File: src/rtl/seg_pkg.sv
// seg_pkg: shared 7-segment codes, segment bit positions and scan FSM state.
package seg_pkg;
    localparam int SEG_A  = 0;
    localparam int SEG_B  = 1;
    localparam int SEG_C  = 2;
    localparam int SEG_D  = 3;
    localparam int SEG_E  = 4;
    localparam int SEG_F  = 5;
    localparam int SEG_G  = 6;
    localparam int SEG_DP = 7;
    // Active-low a..g patterns for hex digits 0..F, indexed by nibble value
    localparam logic [6:0] SEG_CODES [16] = '{
        7'h40, 7'h79, 7'h24, 7'h30, 7'h19, 7'h12, 7'h02, 7'h78,
        7'h00, 7'h10, 7'h08, 7'h03, 7'h46, 7'h21, 7'h06, 7'h0E
    };
    typedef enum logic [1:0] {IDLE, SETTLE, HELD} seg_state_t;
endpackage

File: src/rtl/seg7_pattern_decode.sv
// seg7_pattern_decode: maps an active-low a..g pattern to {valid, hex nibble}; unknown patterns give valid=0, nibble=0.
module seg7_pattern_decode
    import seg_pkg::*;
(
    input  logic [6:0] seg,
    output logic       valid,
    output logic [3:0] nibble
);
    always_comb begin
        valid  = 1'b0;
        nibble = 4'd0;
        for (int n = 0; n < 16; n++) begin
            if (seg == SEG_CODES[n]) begin
                valid  = 1'b1;
                nibble = 4'(n);
            end
        end
    end
endmodule

File: src/rtl/seg_scan_decoder.sv
// seg_scan_decoder: rebuilds 4-digit hex frames from multiplexed 7-segment scan outputs.
// Define SEG_SCAN_ERR_EN to report multi-hot selects and unknown patterns on err instead of capturing them.
module seg_scan_decoder
    import seg_pkg::*;
#(
    parameter int STABLE_CYCLES = 4
) (
    input  logic        clk,
    input  logic        reset,
    input  logic [7:0]  Dis_data,
    input  logic [3:0]  Dis_wich,
    output logic [15:0] frame_digits,
    output logic [3:0]  frame_dp,
    output logic        frame_valid,
    input  logic        frame_ready,
    output logic        overrun,
    output logic        err
);
    logic [11:0] in_q;
    logic [7:0]  cnt, cnt_nx;
    seg_state_t  state;
    logic [15:0] asm_digits;
    logic [3:0]  asm_dp, mask, mask_kept, sel_n, nibble, cap_nib;
    logic [1:0]  idx;
    logic        same, blank, onehot, pat_ok, stable, capture, bad, full;

    seg7_pattern_decode u_dec (.seg(in_q[6:0]), .valid(pat_ok), .nibble(nibble));

    // Decisions look at the sample being registered this edge so capture lands STABLE_CYCLES after in_q changes
    assign same      = {Dis_wich, Dis_data} == in_q;
    assign cnt_nx    = !same ? 8'd0 : (cnt == 8'(STABLE_CYCLES)) ? cnt : cnt + 8'd1;
    assign blank     = Dis_wich == 4'hF;
    assign stable    = state == SETTLE && !blank && cnt_nx == 8'(STABLE_CYCLES);
    assign sel_n     = ~in_q[11:8];
    assign onehot    = $onehot(sel_n);
    assign idx       = sel_n[3] ? 2'd3 : sel_n[2] ? 2'd2 : sel_n[1] ? 2'd1 : 2'd0;
    assign cap_nib   = pat_ok ? nibble : 4'd0;
    assign full      = mask == 4'hF;
    assign mask_kept = full ? 4'h0 : mask;
`ifdef SEG_SCAN_ERR_EN
    assign bad       = !onehot || !pat_ok;
    assign capture   = stable && !bad;
`else
    assign bad       = 1'b0;
    assign capture   = stable && onehot;
`endif

    always_ff @(posedge clk or negedge reset) begin
        if (!reset) begin
            in_q         <= 12'hFFF;
            cnt          <= 8'd0;
            state        <= IDLE;
            mask         <= 4'h0;
            asm_digits   <= 16'h0;
            asm_dp       <= 4'h0;
            frame_digits <= 16'h0;
            frame_dp     <= 4'h0;
            frame_valid  <= 1'b0;
            overrun      <= 1'b0;
            err          <= 1'b0;
        end else begin
            in_q    <= {Dis_wich, Dis_data};
            cnt     <= cnt_nx;
            state   <= blank ? IDLE : (stable || (state == HELD && same)) ? HELD : SETTLE;
            err     <= stable && bad;
            overrun <= full && frame_valid && !frame_ready;
            mask    <= capture ? mask_kept | (4'b0001 << idx) : mask_kept;
            if (capture) begin
                asm_digits[{idx, 2'b00} +: 4] <= cap_nib;
                asm_dp[idx]                   <= ~in_q[SEG_DP];
            end
            if (full && (!frame_valid || frame_ready)) begin
                frame_digits <= asm_digits;
                frame_dp     <= asm_dp;
                frame_valid  <= 1'b1;
            end else if (frame_ready) begin
                frame_valid  <= 1'b0;
            end
        end
    end
endmodule

File: config.mk
export PLATFORM = sky130hd
export DESIGN_NAME = seg_scan_decoder
export DESIGN_NICKNAME = d
export VERILOG_FILES = /design/src/rtl/seg_pkg.sv /design/src/rtl/seg7_pattern_decode.sv /design/src/rtl/seg_scan_decoder.sv
export SDC_FILE = /design/constraint.sdc
export NUM_CORES = 1
export LEC_CHECK = 0
export CORE_MARGIN = 8
export CORE_UTILIZATION = 34
export DETAILED_ROUTE_END_ITERATION = 8
export GPL_TIMING_DRIVEN = 0
export PLACE_DENSITY_LB_ADDON = 0.1
export SETUP_SLACK_MARGIN = 0.4
export SYNTH_ARGS = -nofsm -noshare
export SYNTH_HDL_FRONTEND = slang
export SYNTH_SLANG_ARGS = --single-unit
File: constraint.sdc
create_clock -name clk -period 3 [get_ports clk]
set_input_delay 0.9 -clock clk [delete_from_list [all_inputs] [get_ports clk]]
set_output_delay 0.9 -clock clk [all_outputs]
set_load 0.05 [all_outputs]
==> metrics.csv <==
metric,value,unit
arrival time of data at the critical path endpoint,2.84,ns
"Hold Vio Cnt, Final",0,
count of vias placed by the detailed router,2159,
mean area per synthesized cell,12.7,um2
total negative setup slack,0,ns
filler cell count in the final layout,869,
count of mapped cells out of synthesis,256,
overall overflow remaining after global route,0,
"area leader, netlist",dfrtp_1,
pin count of the biggest net entering global routing,69,
# H-tree levels,3,
clock skew,0.0128,ns
num rows,35,
final std cells w/o fill,447,
synth top area cells,"dfrtp_1 (43%), dfstp_2 (9.7%), mux2_2 (6.9%), mux2_1 (4.2%), xnor2_1 (4.0%)",
count of buffer and inverter cells on the critical path,1,
status,completed,
HPWL reported at the end of detailed placement,4530,um
number of antenna violations at the first check in global routing,0,
core occupancy in the finished layout,45.2,%
number of global-route vias before repair,2262,
die extent in x,114,um
share of final-layout standard cells stronger than drive strength 1,33.3,%
r2r setup slk,0.46,ns
Final Cycle Share,87.0,%
1st-iter DRT viols,65,
Max VDD drop,0.238,mV
y dimension of the die,114,um
area of the die,12900,um2
Worst Hold Depth,1,
kind of end point of the critical path,flip-flop,
worst min-delay path endpoint,mask[2],
number of unique standard cell types used by synthesis,60,
"Top FF cell, synth",dfrtp_1,
startpoint of the worst setup timing path,Dis_wich[0],
max-cap violations,0,
time the worst path needs with I/O delays and setup,2.61,ns
starting density of the core,35.2,%
"CP delay by family, top",simple AND/OR/NAND/NOR gates,
Placement Cell Area,3770,um2
Pins Over Slew Limit,0,
worst-case headroom to the max-slew limit,42.0,%
path depth of the worst reg2reg path,10,
summed instance area of the synthesized netlist,3250,um2
Pwr per Cell Area,443,nW/um2
yosys synthesis warning count,0,
total clock sinks,68,
Top Ports,38,
core area,9240,um2
cell at the slowest stage of the critical path,clkdlybuf4s50_1,
Worst Setup Path Type,primary input to flip-flop,
post-placement worst setup slack,-0.179,ns
nets@finish,333,
total global-route track usage,11.4,%
worst-margin pin slew,0.871,ns
first-pass iteration count of the detailed router,4,
DRC violation count after routing,0,
number of antenna cells inserted,0,
count of flip-flops with a built-in enable after synthesis,0,
Setup Viol. Count Final,0,
clock transition time at the flip-flop clock pins of the worst setup and hold paths,0.07,ns
"most common cell after layout, fill and taps aside",dfrtp_1,
share of synthesized area occupied by flip-flops and latches,52.9,%
Critical R2R Launch,in_q[9],
ANT nets after route,0,
CP required,3.24,ns
area of combinational cells with multiple inputs,1520,um2
post-synthesis register bit count,68,
highest fanout seen on the critical path,6,
area grow syn2layout,28.5,%
PnR worst setup slack,0.390,ns
# port buffers,36,
most frequent cells in the layout,"dfrtp_1 (56), clkdlybuf4s50_1 (27), mux2_2 (20)",
endpoint of the worst register-to-register path,asm_digits[5],
vias per inst,4.83,
cell at the root of the clock tree,clkbuf_8,
Clock Path Buffers,2,
leakage power total,2.01,nW
syn_nets,276,
share of Yosys cell area claimed by the top area cell type,43.1,%
number of buffers inserted during clock tree synthesis,9,
cell chain of the critical path,clkdlybuf4s50_1 > and4_4 > or3b_4 > nor4_4 > o2111a_4 > mux2_4,
Hold Crit Start,mask[2],
highest cell delay on the worst timing path,0.46,ns
Synth async-reset ratio,100,%
number of cells after detailed placement,421,
"final std cell area, no fill",4170,um2
first-pass GRT wire length,11600,um
routability congestion estimate from global placement,0.792,
Worst-Skew Late Latency,0.35,ns
startpoint types,primary input,
RSZ-0062 raised after global routing,true,
upper clock frequency limit,0.383,GHz
CTS Hold Buffers Added,0,
TritonCTS clock tree,built,
average wire length per cell after detail routing,15.0,um
path class of the lowest-slack min-delay path,flip-flop to flip-flop,
area of all sequential standard cells,1720,um2
routed wire length,6720,um
## cell usage after synthesis, types with 3 or more instances
| cell | number |
|---|---|
| o21ai_0 | 4 |
| xnor2_1 | 15 |
| nand2b_1 | 4 |
| ha_1 | 4 |
| dfrtp_1 | 56 |
| o2111a_4 | 4 |
| mux2_4 | 4 |
| nand2_1 | 5 |
| mux2i_1 | 4 |
| a21oi_1 | 5 |
| nor3_1 | 7 |
| nand3_1 | 5 |
| nor2_1 | 14 |
| mux2_1 | 12 |
| clkbuf_1 | 5 |
| xor2_1 | 4 |
| nand4_1 | 5 |
| dfstp_2 | 12 |
| mux2_2 | 20 |
| a21o_1 | 3 |
| inv_1 | 12 |
## worst max-delay path by stage
stage / end / cells after the start / slack [ns]
5_1_grt: asm_digits[5] / 10 / 0.34
4_1_cts: asm_digits[5] / 10 / 0.31
3_5_place_dp: asm_digits[6] / 6 / -0.18
2_1_floorplan: asm_digits[0] / 9 / 0.44
6_report: asm_digits[5] / 6 / 0.39
3_3_place_gp: cnt[6] / 1 / -1.39
## cell families after synthesis
group | share of synthesized area [%]
AOI/OAI and AO/OA | 9.67
xor gates and xnor gates | 5.12
adders and majority gates | 2.16
buffers and inverters | 3.66
DFF | 52.9
muxes | 14.2
other | 0.115
and+or+nand+nor | 12.2
## state kept, by name, indices dropped and copies added, names as in the netlist
name	flops
frame_digits	16
asm_digits	16
frame_dp	4
mask	4
frame_valid	1
overrun	1
state	2
cnt	8
asm_dp	4
in_q	12
## per-layer routing
| metal | GRT usage, % | up-vias | wire length [um] |
|---|---|---|---|
| li1 | - | 1030 | - |
| met1 | 13.9 | 1071 | 3120 |
| met2 | 17.7 | 47 | 3110 |
| met3 | 4.28 | 11 | 385 |
| met4 | 4.53 | 0 | 108 |
| met5 | 0 | - | 0 |
## final cells by class
class,instances,area share (%)
Buffer,12,1.77
Sequential cell,68,41.1
Inverter,12,1.08
Clock buffer,9,2.97
Multi-Input combinational cell,164,36.4
Clock inverter,7,1.80
Tap cell,129,3.87
Timing Repair Buffer,46,11.0
## stage by stage
| stage | hold WS (ns) | total power (W) |
|---|---|---|
| 2_1_floorplan | 0.449 | 0.00102 |
| 3_3_place_gp | 0.462 | 0.00108 |
| 3_5_place_dp | 0.469 | 0.00108 |
| 4_1_cts | 0.486 | 0.00187 |
| 5_1_grt | 0.500 | 0.00194 |
| 6_report | 0.482 | 0.00185 |
## timing repair
| item | CTS | global route |
|---|---|---|
| pin swaps | 10 | 7 |
| buffers inserted | 7 | 3 |
| gates resized for setup | 22 | 13 |
| cloned | 0 | 0 |
| endpoints found under the setup margin | 19 | 22 |
## power by group
part | switching, W | internal [W]
clock | 0.000380 | 0.000388
combinational | 0.0000795 | 0.0000626
sequential | 0.00000698 | 0.000931
No activity file was read; power rests on OpenSTA's default activity.
